<file path="config.mk">
export PLATFORM = sky130hd
export DESIGN_NAME = adder
export DESIGN_NICKNAME = d
export VERILOG_FILES = /design/src/rtl/adder.sv
export SDC_FILE = /design/constraint.sdc
export NUM_CORES = 1
export LEC_CHECK = 0
export CAP_MARGIN = 20
export CORE_ASPECT_RATIO = 0.75
export CORE_UTILIZATION = 35
export DETAILED_ROUTE_END_ITERATION = 16
export HOLD_SLACK_MARGIN = 0.1
export PLACE_DENSITY_LB_ADDON = 0.05
export SYNTH_ARGS = -nofsm -noshare
export SYNTH_HDL_FRONTEND = slang
export SYNTH_SLANG_ARGS = --single-unit
</file>
<file path="constraint.sdc">
create_clock -name clk -period 1 [get_ports clk]
set_clock_uncertainty 0.05 [all_clocks]
set_input_delay 0.15 -clock clk [delete_from_list [all_inputs] [get_ports clk]]
set_output_delay 0.15 -clock clk [all_outputs]
set_load 0.02 [all_outputs]
</file>
<file path="src/rtl/adder.sv">
// ---------------------------------------------------------------------------
// adder -- registered WIDTH-bit adder built from 4-bit carry-lookahead groups
//
// Computes {cout, sum} = i_a + i_b + i_cin exactly over WIDTH+1 bits.
// To subtract, drive i_b with the inverted subtrahend and set i_cin = 1.
// Each 4-bit group resolves its internal carries by lookahead from per-bit
// generate/propagate terms. The group carry-out then ripples into the next
// group. WIDTH must be a multiple of 4 and at least 4.
//
// Ports
//   clk        : clock, rising edge
//   reset      : asynchronous reset, active low
//   i_a, i_b   : operands (unsigned or two's complement)
//   i_cin      : carry-in
//   i_valid    : operands valid this cycle
//   o_result   : registered sum (low WIDTH bits); holds when i_valid = 0
//   o_cout     : registered carry-out of the MSB
//   o_overflow : registered signed overflow
//   o_zero     : registered flag, 1 when o_result == 0
//   o_valid    : registered copy of i_valid (one pulse per accepted op)
// ---------------------------------------------------------------------------
module adder #(
  parameter int WIDTH = 32
) (
  input  logic             clk,
  input  logic             reset,
  input  logic [WIDTH-1:0] i_a,
  input  logic [WIDTH-1:0] i_b,
  input  logic             i_cin,
  input  logic             i_valid,
  output logic [WIDTH-1:0] o_result,
  output logic             o_cout,
  output logic             o_overflow,
  output logic             o_zero,
  output logic             o_valid
);

  localparam int GROUPS = WIDTH / 4;

  // One 4-bit carry-lookahead group. Returns {group carry-out, sum[3:0]}.
  // The carry-out is formed from the group generate/propagate terms, so
  // the chain between groups is one G/P stage per group.
  function automatic logic [4:0] cla4(input logic [3:0] a,
                                      input logic [3:0] b,
                                      input logic       cin);
    logic [3:0] g;
    logic [3:0] p;
    logic [3:0] c;
    logic       gg;
    logic       pg;
    g    = a & b;
    p    = a ^ b;
    c[0] = cin;
    c[1] = g[0] | (p[0] & cin);
    c[2] = g[1] | (p[1] & g[0]) | (p[1] & p[0] & cin);
    c[3] = g[2] | (p[2] & g[1]) | (p[2] & p[1] & g[0])
         | (p[2] & p[1] & p[0] & cin);
    gg   = g[3] | (p[3] & g[2]) | (p[3] & p[2] & g[1])
         | (p[3] & p[2] & p[1] & g[0]);
    pg   = &p;
    return {gg | (pg & cin), p ^ c};
  endfunction

  // ---- stage p0: combinational sum and flags from the input operands ----
  logic [GROUPS:0]  carry_p0;
  logic [WIDTH-1:0] sum_p0;
  logic             ovf_p0;
  logic             zero_p0;

  assign carry_p0[0] = i_cin;

  for (genvar gi = 0; gi < GROUPS; gi++) begin : g_cla
    assign {carry_p0[gi+1], sum_p0[4*gi +: 4]} =
      cla4(i_a[4*gi +: 4], i_b[4*gi +: 4], carry_p0[gi]);
  end

  // Same-sign operands whose sum changes sign have overflowed.
  assign ovf_p0  = (i_a[WIDTH-1] == i_b[WIDTH-1]) &&
                   (sum_p0[WIDTH-1] != i_a[WIDTH-1]);
  assign zero_p0 = (sum_p0 == '0);

  // ---- stage p1: output registers ----
  logic [WIDTH-1:0] result_p1;
  logic             cout_p1;
  logic             ovf_p1;
  logic             zero_p1;
  logic             vld_p1;

  // Result and flags are cleared by reset as well, so the outputs read as
  // zero while reset is held. An op sampled during reset is dropped.
  always_ff @(posedge clk or negedge reset) begin
    if (!reset) begin
      result_p1 <= '0;
      cout_p1   <= 1'b0;
      ovf_p1    <= 1'b0;
      zero_p1   <= 1'b0;
      vld_p1    <= 1'b0;
    end else begin
      vld_p1 <= i_valid;
      if (i_valid) begin
        result_p1 <= sum_p0;
        cout_p1   <= carry_p0[GROUPS];
        ovf_p1    <= ovf_p0;
        zero_p1   <= zero_p0;
      end
    end
  end

  assign o_result   = result_p1;
  assign o_cout     = cout_p1;
  assign o_overflow = ovf_p1;
  assign o_zero     = zero_p1;
  assign o_valid    = vld_p1;

endmodule

</file>
==> out/qor.txt, run 1 <==
IO Pins = 104
Final min period = 3110 ps
Top Usage Layer GRT = met2
Antenna Cells = 0
Total CTS buffers = 5
Post-Layout Cell Count = 695
Pin count of the biggest net entering global routing = 37
Slew of the pin with the lowest slew margin = 459.1 ps
Remaining Overflow, GRT = 0
Initial antenna violation count = 0
WL/cell = 16.80 µm
Core area = 8527 µm²
Crit-path cells = buf_2, ha_4, nor2_2, nor3_4, nand3_4, a31oi_4, a21o_2, fa_2, a211oi_2, nand4_1, a2111oi_2, o2111ai_1, or4_1, o21ai_1
Grt met1 use = 0.3418
Crit path max-delay cell type = fa_2
Placed cells = 637
Num rows = 29
Drt pass-1 iters = 4
Max frequency = 321.6 MHz
Total GRT Usage = 0.2567
Worst setup SP type = input pin
Global-route wire length before repair = 18890 µm
Slew headroom = 0.6939
Final layout net count = 695
RSZ-0062 raised after global routing = true
Die Wd = 110.6 µm
Static Leak = 2.964 nW
Pre-CTS setup slack = -2861 ps
DRT antenna net count = 0
Met3 Use GR = 0.04938
Max-slew violation count = 0
Crit path kind = input pin to flop
Synth warn = 0
Hold Fails Final Rpt = 0
Layout cell share with drive strength beyond 1 = 0.6780
Sequential area share after synthesis = 0.2909
Flop2flop setup slack = 20 ps
Clock Tree Root = clkbuf_16
GPL Wtd Cong = 0.8603
Final hold slack = 304.0 ps
Period utilisation layout = 3.110
WL final = 11680 µm
H-tree depth = 2
MaxCap Viol Count = 0
Critical path endpoint category = flop
Status = complete, but fails checks
Most frequent cells in the layout = buf_4, buf_6, dfrtp_1, ha_4, nor2_1
Arr. time, crit path = 3270 ps
Met2 Use GR = 0.4399
Cell Area, Synth = 3097 µm²
Hold WC Path Type = input pin to asynchronous set/reset pin
Final worst slack = -2110 ps
CP required = 1160 ps
Die area = 9232 µm²
PD cells = 1285 nW/µm²
Synthesized flop and latch total = 36
Post-synth EDFFs = 0
Commonest non-fill, non-tap cell in the layout = buf_4
Vias in the first global route = 3735
# port buffers = 103
Most common flop cell mapped by yosys = dfrtp_1
CTS tree = done
Final setup viols = 61
CP Max Fanout = 5
Vias = 3571
Clock transition at path regs = 60 ps
Synth async-reset ratio = 1.000
Unique masters post-synth = 67
TritonCTS Sinks = 36
Syn Area/Cell = 9.800 µm²
Post-layout util = 0.7897
Initial Utilization = 0.3632
Failing checks = negative setup slack
DRC viols = 0
Dpl hpwl = 8143 µm
Via density = 5.138
Max stage delay on crit path = 470 ps
Clock Latency Late Sink = 280 ps
Die height = 83.46 µm
CTS Buffer Depth = 2
Synth Net Count = 424
Mapped Cells = 316
Iter 0 DRT Violations = 119
Worst VDD drop = 0.7922 mV
Fillers = 543
Area growth syn-to-layout = 117.5%
[final cells by class]
type | count | area, µm² | area share
Clock buffer | 6 | 128.9 | 0.01914
Inverter | 10 | 40.04 | 0.005946
Multi-Input combinational cell | 265 | 3139 | 0.4662
Sequential cell | 36 | 900.9 | 0.1338
Tap cell | 108 | 135.1 | 0.02007
Timing Repair Buffer | 269 | 2385 | 0.3541
Clock inverter | 1 | 5.005 | 0.0007432
[final timing paths]
kind / start / depth (start not counted) / to
worst min-delay path: reset / 3 / o_result[7]
min in group clk: i_a[9] / 5 / o_result[9]
max in group asynchronous: reset / 3 / o_result[18]
worst max-delay path: i_a[3] / 14 / o_zero
worst min register to register: o_result[18] / 1 / o_result[18]
worst max register to register: o_result[4] / 2 / o_result[4]
[worst max-delay path: cells and delay by family]
kind	cells	cell delay, ps
AND/OR/NAND/NOR	5	1080
buffers and inverters	1	110
AO/OA/AOI/OAI	6	1180
adder cells (fa/ha/maj)	2	750
[state kept, by name (all words and copies together) (netlist names)]
signal,count
o_valid,1
o_overflow,1
o_cout,1
o_result,32
o_zero,1
[cells in the mapped netlist, types with 2 or more instances]
cell	number	area [µm²]
o21a_1	3	22.52
and3_1	3	18.77
a21oi_1	28	140.1
ha_1	32	400.4
a21o_1	7	52.55
o21ai_2	2	17.52
xor2_1	5	43.79
fa_1	8	160.2
or2_2	5	31.28
inv_1	10	37.54
a21oi_2	3	26.28
clkbuf_1	5	18.77
nor2_1	25	93.84
a211oi_1	5	37.54
dfrtp_1	36	900.9
o21ai_0	10	50.05
nand4_1	4	25.02
nand3_1	5	25.02
o311ai_0	2	17.52
or4_1	3	22.52
o21ai_1	4	20.02
xnor2_1	13	113.9
a31oi_1	4	25.02
nor2b_1	3	18.77
mux2_2	19	214.0
and2_1	2	12.51
o2111ai_1	3	26.28
nand2_1	21	78.83
a31o_2	2	17.52
nand2_2	2	12.51
o211ai_1	2	15.01
nor3_1	4	20.02
a2111oi_0	2	17.52
[kinds of logic after synthesis]
group | share of synthesized area
compound gates | 0.2344
simple gates | 0.1523
fa+ha+maj | 0.1810
flops | 0.2909
mux | 0.07232
xor+xnor | 0.05091
buf+inv | 0.01818
[layer usage]
metal,vias up,wire length (µm)
met2,98,5694
met4,0,77
met3,12,607
met1,1733,5299
li1,1728,-
met5,-,0
[power by group]
group	leakage [nW]	switching (W)	total [W]	internal (W)
combinational	2.48	0.00220	0.00513	0.00293
clock	0.0667	0.000603	0.00151	0.000906
sequential	0.421	0.000239	0.00201	0.00177
[through the flow]
step / instance area [µm²] / setup TNS [ps] / total power [W]
2_1_floorplan: 3522 / -29500 / 0.003901
3_3_place_gp: 5529 / -59870 / 0.005909
3_5_place_dp: 5529 / -61590 / 0.005965
4_1_cts: 6561 / -32950 / 0.008442
5_1_grt: 6734 / -36880 / 0.009108
6_report: 6734 / -34250 / 0.008652
[repair_timing]
action / CTS / global route
pin swaps: 69 / 29
setup endpoints to repair: 72 / 70
endpoints found under the hold margin: 36 / 0
cloned: 1 / 0
setup buffers: 44 / 20
gates resized for setup: 549 / 34
hold buffers: 1 / 0
(Power assumes the default switching activity.)
==> inputs of run 2 (changes only) <==
--- a/config.mk
+++ b/config.mk
@@ -6,11 +6,12 @@
 export NUM_CORES = 1
 export LEC_CHECK = 0
 export CAP_MARGIN = 20
-export CORE_ASPECT_RATIO = 0.75
+export CORE_ASPECT_RATIO = 0.7
 export CORE_UTILIZATION = 35
 export DETAILED_ROUTE_END_ITERATION = 16
 export HOLD_SLACK_MARGIN = 0.1
 export PLACE_DENSITY_LB_ADDON = 0.05
+export SLEW_MARGIN = 40
 export SYNTH_ARGS = -nofsm -noshare
 export SYNTH_HDL_FRONTEND = slang
 export SYNTH_SLANG_ARGS = --single-unit
==> constraint.sdc (replaced) <==
create_clock -name clk -period 1 [get_ports clk]
set_clock_uncertainty 0.05 [all_clocks]
set_input_delay 0.3 -clock clk [delete_from_list [all_inputs] [get_ports clk]]
set_output_delay 0.3 -clock clk [all_outputs]
set_load 0.02 [all_outputs]
==> run 2 against run 1 <==
The flow still finishes with violations (negative setup slack); sequential power about the same; global-route usage increased by 0.88 points; worst hold slack improved by 150 ps; via count increased by 2.2%; final area decreased by 0.22%; fmax decreased by 3.4%; power increased by 1.7%; final cell count increased by 0.43%; clock-buffer cell count increased by 1; register-to-register slack got worse by 130 ps; utilization about the same; sequential share of layout area about the same; largest cell class unchanged; largest power group unchanged.
==> out/qor.txt, run 2 (synthesis results as in run 1) <==
PD cells = 1310 nW/µm² (+2.0%)
MaxCap Viol Count = 0 (unchanged)
Num rows = 28 (-3.4%)
Commonest non-fill, non-tap cell in the layout = buf_4
Crit path kind = input pin to flop
Layout cell share with drive strength beyond 1 = 0.6869 (+0.008827)
Worst VDD drop = 0.7444 mV (-6.0%)
DRT antenna net count = 0 (unchanged)
Max stage delay on crit path = 430 ps (-40 ps)
IO Pins = 104 (unchanged)
Remaining Overflow, GRT = 0 (unchanged)
Critical path endpoint category = flop
H-tree depth = 2 (unchanged)
Die Wd = 114.4 µm (+3.4%)
Die area = 9234 µm² (about the same)
Clock Latency Late Sink = 290 ps (about the same)
# port buffers = 103 (unchanged)
Reg power frac = 0.231 (-0.002)
DRC viols = 0 (unchanged)
CTS tree = done
Die height = 80.70 µm (-3.3%)
Final min period = 3221 ps (+110.6 ps)
Final worst slack = -2221 ps (-110.6 ps)
Hold WC Path Type = flop to flop
RSZ-0062 raised after global routing = true
Part of the power in combinational logic = 0.580 (-0.013)
Wl on met1 = 5631 µm (+6.3%)
Number of flip-flops in the largest register = 32 (unchanged)
Drt pass-1 iters = 5 (+1)
Area growth syn-to-layout = 117.0%
Worst setup SP type = input pin
Final hold slack = 456.3 ps (+152.3 ps)
Final layout net count = 685 (-1.4%)
Max frequency = 310.5 MHz (-3.4%)
Total CTS buffers = 5 (unchanged)
CP Max Fanout = 3 (-2)
Hold Fails Final Rpt = 0 (unchanged)
Slew of the pin with the lowest slew margin = 474.6 ps (+15.46 ps)
Clock transition at path regs = 60 ps (about the same)
Final setup viols = 71 (+16%)
Static Leak = 2.929 nW (-1.2%)
Core area = 8513 µm² (-0.16%)
Failing checks = negative setup slack
Most frequent cells in the layout = buf_4, buf_6, dfrtp_1, ha_4, buf_2
CP required = 1170 ps (about the same)
Max Used Layer = met4
Crit path max-delay cell type = or4_1
GPL Wtd Cong = 0.8879 (+3.2%)
Pin count of the biggest net entering global routing = 37 (unchanged)
Cell internal pwr = 0.005612 W (about the same)
Iter 0 DRT Violations = 217 (+82%)
WL final = 12630 µm (+8.2%)
Vias in the first global route = 3698 (-0.99%)
Via density = 5.226 (+1.7%)
Switching power = 0.003191 W (+4.9%)
Clock share of power = 0.189 (+0.015)
Initial Utilization = 0.3638 (+0.0005871)
Vias = 3648 (+2.2%)
Global-route wire length before repair = 18550 µm (-1.8%)
Switching Fraction = 0.3625 (+0.01074)
Clock Tree Root = clkbuf_16
TritonCTS Sinks = 36 (unchanged)
Period utilisation layout = 3.221 (+0.1106)
Crit-path cells = buf_6, ha_4, a21oi_2, o21a_2, a2bb2oi_4, a31oi_4, a21oi_2, inv_1, fa_2, xnor2_2, nand3_1, a2111oi_2, o2111ai_1, or4_1, o21ai_1
Met2 WL = 5885 µm (+3.4%)
Met3 Wirelength = 856 µm (+41%)
Post-layout util = 0.7892 (about the same)
WL/cell = 18.10 µm (+7.7%)
CTS Buffer Depth = 2 (unchanged)
Dpl hpwl = 8398 µm (+3.1%)
Antenna Cells = 0 (unchanged)
Initial antenna violation count = 0 (unchanged)
Slew headroom = 0.6796 (-0.01432)
Total GRT Usage = 0.2655 (+0.008780)
Max-slew violation count = 0 (unchanged)
Arr. time, crit path = 3390 ps (+120 ps)
Status = complete, but fails checks
CP dominant cell by count = a21oi_2
run 2: cell count changes in the layout (fill, tap and decap cells not counted), moves of 3 or more:
cell,change
a21oi_2,+4
a21oi_4,-4
clkdlybuf4s15_2,+4
buf_4,-16
o21ai_2,+3
clkdlybuf4s15_1,-3
run 2: path summary, 6_finish.rpt:
check	start	endpoint	slack (ps)	cells after the start
worst max register to register	o_result[31]	o_result[31]	-110	3
min in group asynchronous	reset	o_result[14]	470	3
max in group asynchronous	reset	o_cout	210	3
worst min register to register	o_result[23]	o_result[23]	460	2
worst min-delay path	o_result[23]	o_result[23]	460	2
worst max-delay path	i_a[9]	o_zero	-2220	15
run 2: area by class of cell:
type	instances	area (µm²)
well taps	120	150.1
clock buffers	7	142.6
multi-input cells	265	3156
repair buffers	259	2325
fillers	506	1794
inverters	10	37.54
clock inverters	1	7.507
flip-flops and latches	36	900.9
run 2: per-layer routing:
layer | GRT usage | vias up
li1 | - | 1708
met1 | 0.3533 | 1785
met2 | 0.4388 | 127
met3 | 0.06943 | 28
met4 | 0.04935 | 0
met5 | 0 | -
run 2: power by group through the flow:
stage / Clock [W] / Combinational (W) / Sequential [W]
floorplan: 0 / 0.00157 / 0.00234
CTS: 0.00168 / 0.00467 / 0.00203
global route: 0.00174 / 0.00539 / 0.00206
finish: 0.00167 / 0.00510 / 0.00203
detailed placement: 0 / 0.00393 / 0.00198
global placement: 0 / 0.00386 / 0.00198
run 2: stage by stage:
stage | setup WS, ps | total power [W] | instances | setup TNS (ps) | area, µm²
2_1_floorplan | -2219 | 0.003910 | 316 | -34700 | 3531
3_3_place_gp | -2812 | 0.005844 | 643 | -71010 | 5507
3_5_place_dp | -2975 | 0.005919 | 643 | -72490 | 5507
4_1_cts | -2201 | 0.008370 | 677 | -43310 | 6332
5_1_grt | -2383 | 0.009198 | 698 | -50380 | 6719
6_report | -2221 | 0.008804 | 698 | -47270 | 6719
run 2: timing repair:
action | CTS | global route
hold endpoints to repair | 36 | 0
setup buffers | 30 | 33
pin swaps | 74 | 43
gates resized for setup | 525 | 54
gates cloned | 1 | 0
endpoints found under the setup margin | 72 | 71
hold buffers | 1 | 0
run 2: worst max-delay path: cells and delay by family:
kind | cells | cell delay [ps]
AOI/OAI and AO/OA | 8 | 1550
xor gates and xnor gates | 1 | 190
buffers and inverters | 2 | 190
adders and majority gates | 2 | 620
and+or+nand+nor | 2 | 540
